### config.mk
export PLATFORM = sky130hd
export DESIGN_NAME = mux_scan_capture
export DESIGN_NICKNAME = d
export VERILOG_FILES = /design/src/rtl/mux_scan_capture.sv
export SDC_FILE = /design/constraint.sdc
export NUM_CORES = 1
export LEC_CHECK = 0
export CORE_AREA = 8 8 53 55
export CTS_CLUSTER_DIAMETER = 50
export DETAILED_ROUTE_END_ITERATION = 10
export DIE_AREA = 0 0 61 63
export GPL_TIMING_DRIVEN = 1
export PLACE_DENSITY_LB_ADDON = 0.2
export SYNTH_ARGS = -nofsm -noshare
export SYNTH_HDL_FRONTEND = slang
export SYNTH_SLANG_ARGS = --single-unit
### constraint.sdc
create_clock -name clk -period 2.14 [get_ports clk]
set_input_delay 0.214 -clock clk [delete_from_list [all_inputs] [get_ports clk]]
set_output_delay 0.214 -clock clk [all_outputs]
set_load 0.05 [all_outputs]
### src/rtl/mux_scan_capture.sv
// mux_scan_capture: steps a 4:1 mux select, samples y after a settle time per channel,
// and delivers the 4-bit word through a one-entry valid/ready output register.
module mux_scan_capture #(
  parameter int SETTLE = 1
) (
  input  logic       clk,
  input  logic       rst_n,
  input  logic       start,
  input  logic       cont,
  input  logic       y,
  input  logic       out_ready,
  output logic [1:0] s,
  output logic       busy,
  output logic [3:0] word,
  output logic       word_valid
);
  typedef enum logic [1:0] {ST_IDLE, ST_SETTLE, ST_HOLD} state_t;
  localparam logic [3:0] CNT_INIT = 4'(SETTLE - 1);
  state_t     state_q, state_d;
  logic [1:0] s_q, s_d;
  logic [3:0] cnt_q, cnt_d;
  logic [3:0] shadow_q, shadow_d;
  logic [3:0] word_q, word_d;
  logic       valid_q, valid_d;
  logic       busy_q, busy_d;
  logic       ld_try;
  always_ff @(posedge clk or negedge rst_n)
    if (!rst_n) begin
      state_q  <= ST_IDLE;
      s_q      <= 2'd0;
      cnt_q    <= 4'd0;
      shadow_q <= 4'd0;
      word_q   <= 4'd0;
      valid_q  <= 1'b0;
      busy_q   <= 1'b0;
    end else begin
      state_q  <= state_d;
      s_q      <= s_d;
      cnt_q    <= cnt_d;
      shadow_q <= shadow_d;
      word_q   <= word_d;
      valid_q  <= valid_d;
      busy_q   <= busy_d;
    end
  always_comb begin
    state_d  = state_q;
    s_d      = s_q;
    cnt_d    = cnt_q;
    shadow_d = shadow_q;
    word_d   = word_q;
    valid_d  = valid_q && !out_ready;
    busy_d   = busy_q;
    ld_try   = 1'b0;
    case (state_q)
      ST_IDLE:
        if (start) begin
          state_d = ST_SETTLE;
          s_d     = 2'd0;
          cnt_d   = CNT_INIT;
          busy_d  = 1'b1;
        end
      ST_SETTLE:
        if (cnt_q != 4'd0) cnt_d = cnt_q - 4'd1;
        else begin
          shadow_d[s_q] = y;
          if (s_q != 2'd3) begin
            s_d   = s_q + 2'd1;
            cnt_d = CNT_INIT;
          end else ld_try = 1'b1;
        end
      ST_HOLD: ld_try = 1'b1;
      default: state_d = ST_IDLE;
    endcase
    // a consume and a new load may share an edge, keeping word_valid high
    if (ld_try) begin
      if (!valid_q || out_ready) begin
        word_d  = shadow_d;
        valid_d = 1'b1;
        busy_d  = cont;
        state_d = cont ? ST_SETTLE : ST_IDLE;
        s_d     = 2'd0;
        cnt_d   = CNT_INIT;
      end else state_d = ST_HOLD;
    end
  end
  assign s          = s_q;
  assign busy       = busy_q;
  assign word       = word_q;
  assign word_valid = valid_q;
endmodule

# [Word-level counts from Yosys, hierarchy flattened]
# Index checks and enable logic that the tools add are counted.
[op_classes] order_cmp=2 shifts=0 mul=0 add_sub_neg=2 muxes=31 bitwise_logic=0 div_mod_pow=0 n_eq_ne=5 reduce_logical=10
[ops] operator="4-bit 2-to-1 mux" n=7
[ops] operator="2-bit 2-to-1 mux" n=8
[ops] operator="1-bit 2-to-1 mux" n=10
[ops] operator="2-bit case mux with 2 select lines" n=2
[ops] operator="4-bit case mux with 2 select lines" n=1
[ops] operator="4-bit bitwise mux" n=1
[ops] operator="2-bit AND reduction" n=2
[ops] operator="4-bit nonzero test" n=1
[ops] operator="4-bit by 1-bit subtractor with 4-bit output, second input constant" n=1
[ops] operator="2-bit by 3-bit less-than comparator with 1-bit output, second input constant" n=1
[ops] operator="3-bit inequality test, second input constant" n=1
[ops] operator="2-bit by 1-bit adder with 2-bit output, second input constant" n=1
[ops] operator="1-bit demux with 2-bit select" n=1
[ops] operator="2-bit by 1-bit equality test with 1-bit output, second input constant" n=1
[ops] operator="2-bit equality test, second input constant" n=1
[ops] operator="2-bit by 1-bit >= comparator with 1-bit output, second input constant" n=1
[ops] operator="1-bit logical AND" n=2
[ops] operator="1-bit zero test" n=2
[ops] operator="2-bit zero test" n=1
[ops] operator="2-bit by 1-bit inequality test with 1-bit output, second input constant" n=1
[ops] operator="2-bit inequality test, second input constant" n=1
[ops] operator="1-bit case mux with 2 select lines" n=1
[ops] operator="2-bit OR reduction" n=1
[ops] operator="1-bit logical OR" n=1
[word_totals] latchBits=0 mem_count=0 wordCells=57 mem_bits_rw=0 regBits=18 output_inout_bits=8 romBits=0 inputBits=6

# [Depth between registers and ports, before layout]
# Gate-level depths: netlist of run 1.
[logic_depth] word_depth=7 mapped_depth=9 ltp_nobuf=6

# [Worst setup path after synthesis of run 1]
# Ideal clock, no wire load.
[synth_timing] path_kind="register to register" from="register state_q[1]" to="register word_q[1] (netlist: word[1])" required_ns=2.015 n_path_buf=2 path_stages_with_launch=9 setup_ns=0.125 arrival_time_ns=1.698 synth_period_minus_slack_ns=1.822 path_slack_ns=0.318 cell_sequence="dfrtp_1 > inv_1 > ha_1 > buf_6 > and4bb_4 > and3_4 > buf_6 > o21a_4 > mux2_2"
[synth_between] elab_chain_cells=3 word_cells_on_any_way=5 cone_classes="eq/ne: 2; mux: 2; reduce/logical: 1"
[synth_rtl] item="start, declared" line="19" source="state_t state_q, state_d;"
[synth_rtl] item="start signal, assigned" line="37" source="state_q <= state_d;"
[synth_rtl] item="2-bit equality test / 2-bit by 1-bit equality test with 1-bit output (equally long branches)" line="54" source="case (state_q)"
[synth_rtl] item="1-bit case mux with 2 select lines" line="54"
[synth_rtl] item="2-bit AND reduction (no line)"
[synth_rtl] item="end signal, assigned" line="41" source="word_q <= word_d;"
[synth_rtl] item="end, declared" line="23" source="logic [3:0] word_q, word_d;"
# Parallel ways exist; a longest one is shown, timed or not.
# A chain may end at the register's enable or synchronous reset.

# [Worst setup path after layout of run 1]
[layout_timing] from="register cnt_q[0]" to="register word_q[1] (netlist: word[1])"
[layout_between] elab_chain_cells=4 word_cells_on_any_way=6 cone_classes="mux: 4; reduce/logical: 2"
[layout_rtl] item="start, declared" line="21" source="logic [3:0] cnt_q, cnt_d;"
[layout_rtl] item="start signal, assigned" line="39" source="cnt_q <= cnt_d;"
[layout_rtl] item="4-bit nonzero test (*)" line="63" source="if (cnt_q != 4'd0) cnt_d = cnt_q - 4'd1;"
[layout_rtl] item="1-bit 2-to-1 mux" line="63"
[layout_rtl] item="1-bit case mux with 2 select lines" line="54"
[layout_rtl] item="2-bit AND reduction (no line)"
# Every way passes the cells marked *; elsewhere a longest branch is shown, timed or not.

==> results of run 1 <==
-- synthesized netlist by cell type, types with 2 or more instances --
library cell | n | area, sq um
a21oi_1 | 7 | 35.0
nand3_1 | 2 | 10.0
buf_6 | 3 | 33.8
o21ai_0 | 6 | 30.0
nor2_1 | 3 | 11.3
mux2i_1 | 3 | 30.0
nand3b_1 | 2 | 15.0
mux2_2 | 6 | 67.6
ha_1 | 4 | 50.1
dfrtp_1 | 18 | 450
inv_1 | 7 | 26.3
nand2_1 | 4 | 15.0
nand2b_1 | 2 | 12.5
-- worst register-to-register path, delay by kind of cell (launching register included) --
| kind | cells | cell delay (ns) |
|---|---|---|
| simple gates | 2 | 0.52 |
| compound gates | 1 | 0.23 |
| flops | 1 | 0.41 |
| mux | 1 | 0.36 |
| fa+ha+maj | 1 | 0.21 |
| buf+inv | 1 | 0.08 |
-- cell type report --
class / count / area, sq um
fill: 193 / 933
multi-input combinational: 57 / 437
tap: 28 / 35.0
sequential: 18 / 450
timing repair buffer: 15 / 145
clock buffer: 4 / 36.3
inverter: 7 / 26.3
-- stage by stage --
step                      instance area, sq um  instances  total power, uW
after floorplan                            947         85             1360
after global placement                    1090        125             1600
after detailed placement                  1090        125             1620
after CTS                                 1130        129             1840
after global routing                      1130        129             1950
final                                     1130        129             1820
-- sequential cells by signal (all words and copies together) (netlist names) --
name / cells
cnt_q: 4
state_q: 2
word_valid: 1
busy: 1
s: 2
word: 4
shadow_q: 4
-- power groups by stage --
stage                     Combinational [uW]  Sequential (uW)  Clock (uW)
after global placement                   999              597           0
after CTS                               1020              595         221
after global routing                    1110              614         226
after detailed placement                1010              602           0
final                                   1010              593         218
after floorplan                          562              795           0
-- worst max-delay path by stage --
| stage | to | startpoint | slack (ns) |
|---|---|---|---|
| 3_5_place_dp | word[1] | cnt_q[0] | 0.24 |
| 2_1_floorplan | word[1] | state_q[1] | 0.32 |
| 3_3_place_gp | word[2] | cnt_q[0] | 0.27 |
| 5_1_grt | word[1] | cnt_q[0] | 0.16 |
| 4_1_cts | word[1] | cnt_q[0] | 0.22 |
| 6_report | word[1] | cnt_q[0] | 0.23 |
-- cells by family (layout without fill, tap and decap cells) --
kind of cell               Yosys count  count (layout)  share of synthesized area
and+or+nand+nor                     22              22                      0.149
AOI/OAI and AO/OA                   21              21                      0.144
DFF                                 18              18                      0.476
muxes                               10              10                      0.115
buffers and inverters               10              26                     0.0634
adders and majority gates            4               4                     0.0528
-- layer usage --
layer / track usage / vias to the layer above / share of wire
met5: 0 / - / 0
met4: 0.0700 / 0 / 0.027
met3: 0.0247 / 5 / 0.033
met2: 0.188 / 9 / 0.51
met1: 0.112 / 333 / 0.43
li1: - / 331 / -
==> results.md, run 1 <==
* Status: finished, final reports clean
* Drt first-iter violations at 9
* Total grt overflow at 0
* Nets at between 100 and 150
* H-tree Lvls at 1
* # setup viols final at 0
* First-pass GRT wire length at 3.22 mm
* Synthesized cell area at 947 sq um
* Crit Path Class: flip-flop to flip-flop
* Startpoint Class: flip-flop
* R2r endpoint: word[1]
* Syn nets at between 90 and 100
* CP Cell Sequence: inv_1, ha_1, and4bb_4, and3_4, o21a_4, mux2_2
* Pleak at 0.000490 uW
* Period Utilization, post-route at 0.894
* Switching share of power at 0.433
* Worst-case clock buffer depth at 2
* Via density at 5.26
* Max-slew headroom at 0.659
* WP depth at 6
* Clk pwr share at 0.119
* Hold WC Path Type: input pin to asynchronous set/reset pin
* DRC violations left at 0
* Die Width at 61 microns
* Worst slack, placed at 0.244 ns
* Number of port buffers at 13
* Sequential share of the synthesized area at 0.476
* CTS tree: yes
* Postcts setup bufs at 0
* Hold Fails Final Rpt at 0
* Clock period minus worst slack at 1.91 ns
* Vias at 678
* VDD IR max at 0.775 mV
* DR WL/cell at between 10 and 15 microns
* Total clock buffers created by CTS at 3
* Row count at 17
* Starting density of the core at 0.459
* Initial antenna violation count at 0
* Delay-heaviest family, CP: simple AND/OR/NAND/NOR gates
* Fin Clk Skew at between 0.007 and 0.008 ns
* Syn-to-layout area delta at 19.3%
* Slowest CP cell: dfrtp_1
* Slowest cell delay on critical path at a little over 0.4 ns
* Ys async rst share at 1.00
* Commonest non-fill, non-tap cell in the layout: dfrtp_1
* Post-Syn Instances at 85
* Hold Buf Count CTS at 0
* Max-slew violation count at 0
* N_diodes at 0
* Critical Path AT at 2.11 ns
* Clock transition at path regs at 0.11 ns
* Post-synthesis register bit count at 18
* R2R Path Start: cnt_q[0]
* CP bufs+invs at 1
* Synth warn at 0
* Power per cell area at 1610 mW/mm^2
* TNS Setup at 0 ns
* Die H at 63 microns
* Pin count of the biggest net entering global routing at 19
* Setup WS post-layout at ~0.23 ns
* Worst EP required at 2.34 ns
* Most common flop cell mapped by yosys: dfrtp_1
* Avg Cell Area, Syn at 11.1 sq um
* Clock Latency Late Sink at roughly 0.31 ns
* Sequential Power Share at 0.325
* Net Sw Power at 790 uW
* Post-synth EDFFs at 0
* Vias in the first global route at 723
* Max Fclk at about 520 MHz
* I/O pin count at 14
* RSZ-0062 raised after global routing: false
* TritonRoute pass-1 iters at 4
* Combinational share of power at 0.556
* WL final at 1.87 mm
* DP Wirelength at about 1.3 mm
* CTS root buffer: clkbuf_4
* Clock Sinks at 18
* Crit. End Element: flip-flop
* Worst-Margin Slew at 0.509 ns
* Tot GR Track Use at 0.109
* Core Area at between 0.002 and 0.0025 sq mm
* Final hold slack at ~0.22 ns
* Slack of the worst reg-to-reg path at ~0.23 ns
* Critical path peak fanout at 13
* PostCTS Resize Cnt at 0
* Int Power at 1030 uW
* Layout cell share with drive strength beyond 1 at 0.168
* Most frequent cells in the layout: dfrtp_1 (18), clkdlybuf4s50_1 (13), inv_1 (7), a21oi_1 (7)
* Cell variety after synth at 31
* Die area at 0.00384 sq mm
* Detail Route Antenna Nets at 0
* Routability cong. at 0.823
* R2R cell count at 6
* Max Cap Violations at 0
* Final design utilization at 0.548
No activity file was read; power rests on OpenSTA's default activity.
==> inputs of run 2 (changes only) <==
--- a/config.mk
+++ b/config.mk
@@ -5,10 +5,11 @@
 export SDC_FILE = /design/constraint.sdc
 export NUM_CORES = 1
 export LEC_CHECK = 0
-export CORE_AREA = 8 8 53 55
+export ABC_AREA = 1
+export CORE_AREA = 8 8 54 56
 export CTS_CLUSTER_DIAMETER = 50
 export DETAILED_ROUTE_END_ITERATION = 10
-export DIE_AREA = 0 0 61 63
+export DIE_AREA = 0 0 62 64
 export GPL_TIMING_DRIVEN = 1
 export PLACE_DENSITY_LB_ADDON = 0.2
 export SYNTH_ARGS = -nofsm -noshare
==> results.md, run 2 <==
* Fin Clk Skew at between 0.0015 and 0.002 ns
* WL final at between 1.5 and 2 mm
* Startpoint Class: flip-flop
* Delay-heaviest family, CP: buffers and inverters
* Syn nets at 138
* Critical Path AT at 1.58 ns
* Clock Sinks at 18
* Routability cong. at 0.903
* Die Width at between 60 and 70 microns
* Clock transition at path regs at around 0.10 ns
* Fin area at around 0.0012 sq mm
* Status: finished, final reports clean
* Worst slack, placed at 0.511 ns
* Critical path peak fanout at 5
* Via density at 4.66
* Syn-to-layout area delta at 19.8%
* Clock Latency Late Sink at 0.29 ns
* CP Cell Sequence: clkdlybuf4s50_1
* Sequential share of the synthesized area at 0.452
* Clock period minus worst slack at 1.80 ns
* Drt first-iter violations at 20
* Nets at between 150 and 200
* Post-synthesis register bit count at 18
* Layout fillers at 185
* First-pass GRT wire length at 3.56 mm
* Core Area at 0.00211 sq mm
* Final hold slack at 0.239 ns
* Postcts setup bufs at 0
* Vias at 806
* Crit Path Class: flip-flop to output port
* Top-count cell post-synth: nand2_1
* Post-Syn Instances at 128
* Vias in the first global route at 836
* Commonest non-fill, non-tap cell in the layout: nand2_1
* TritonRoute pass-1 iters at 5
* Starting density of the core at 0.474
* DP Wirelength at 1.48 mm
* Avg Cell Area, Syn at 7.79 sq um
* DR WL/cell at 11.1 microns
* CP bufs+invs at 1
* Max-slew headroom at 0.661
* Reg area at 450 sq um
* I/O pin count at 14
* Worst-case clock buffer depth at 2
* Slowest CP cell: clkdlybuf4s50_1
* Max Fclk at 556 MHz
* Commonest cells in the netlist: nand2_1 (39), inv_1 (22), dfrtp_1 (18)
* PostCTS Resize Cnt at 0
* Most frequent cells in the layout: nand2_1 (39), inv_1 (22), dfrtp_1 (18)
* Top cell type's share of synthesized area at 0.452
* Number of port buffers at 13
* H-tree Lvls at 1
* Tot GR Track Use at 0.114
* CTS tree: yes
* Post-synth EDFFs at 0
* Total clock buffers created by CTS at 3
* Synthesized cell area at about 1000 sq um
* Crit. End Element: output port
* Row count at 17
* VDD IR max at roughly 0.64 mV
* Setup WS post-layout at between 0.3 and 0.4 ns
* Detail Route Antenna Nets at 0
* Placed cells at 169
* Worst EP required at 1.93 ns
* Area of the multi-input gates at 453 sq um
* N_diodes at 0
* Max Cap Violations at 0
* Critical Path Source: s[0]
* Slowest cell delay on critical path at ~0.84 ns
* Hold WC Path Type: input pin to asynchronous set/reset pin
* Final cell count without fillers at 173
* Die H at ~64 microns
* Synth warn at 0
* TNS Setup at 0 ns
* Hold Fails Final Rpt at 0
* Period Utilization, post-route at 0.840
* Top cells by area, synth: dfrtp_1 (45%), nand2_1 (15%), inv_1 (8.3%), nor2_1 (5.3%), ha_1 (5.0%)
* Ys async rst share at 1.00
* Layout cell share with drive strength beyond 1 at 0.0828
* R2R Path Start: state_q[1]
* Most common flop cell mapped by yosys: dfrtp_1
* Hold Buf Count CTS at 0
* Max-slew violation count at 0
* Die area at ~0.004 sq mm
* Cell variety after synth at 17
* Initial antenna violation count at 0
* RSZ-0062 raised after global routing: false
* Pleak at 0.000636 uW
* Power per cell area at 1320 mW/mm^2
* Worst-Margin Slew at 0.507 ns
* # setup viols final at 0
* Synth area leader: dfrtp_1
* DRC violations left at 0
* Post-Place Cell Area at 0.00116 sq mm
* Total grt overflow at 0
* Pin count of the biggest net entering global routing at 19
* CTS root buffer: clkbuf_4
run 2: path summary, 6_finish.rpt:
path                              endpoint  slack, ns  cells past startpoint
max in group asynchronous       word_valid       1.72                      2
min in group clk                   word[1]       0.49                      2
worst max register to register     word[1]       0.49                      8
worst min-delay path              cnt_q[1]       0.24                      2
worst min register to register     word[1]       0.49                      2
worst max-delay path                  s[0]       0.34                      1
run 2: routing by layer:
layer / track usage / routed length (microns) / part of all wire / vias up
met5: 0 / 0 / 0 / -
met4: 0.0427 / 14 / 0.0073 / 0
met3: 0.0340 / 120 / 0.063 / 2
met2: 0.172 / 846 / 0.44 / 18
met1: 0.148 / 931 / 0.49 / 360
li1: - / - / - / 426
run 2: through the flow:
step	total power (uW)	utilization
after CTS	1590	0.567
after detailed placement	1380	0.550
after global routing	1730	0.567
after floorplan	1170	-
final	1580	0.567
after global placement	1360	0.550
run 2: area by class of cell:
| type | count | area share |
|---|---|---|
| repair buffers | 14 | 0.115 |
| flip-flops and latches | 18 | 0.377 |
| clock buffers | 4 | 0.0304 |
| well taps | 28 | 0.0293 |
| inverters | 22 | 0.0691 |
| multi-input cells | 87 | 0.379 |
run 2: power breakdown:
group | leakage [uW] | internal (uW) | switching [uW] | total, uW
Clock | 0.0000210 | 103 | 104 | 207
Sequential | 0.000222 | 460 | 84.9 | 545
Combinational | 0.000394 | 287 | 539 | 826
run 2: kinds of logic (layout without fill, tap and decap cells):
family | Yosys count | after routing | synth area share
AOI/OAI and AO/OA | 13 | 13 | 0.0791
DFF | 18 | 18 | 0.452
xor gates and xnor gates | 1 | 1 | 0.00878
buffers and inverters | 23 | 40 | 0.0941
adders and majority gates | 4 | 4 | 0.0502
and+or+nand+nor | 69 | 69 | 0.316
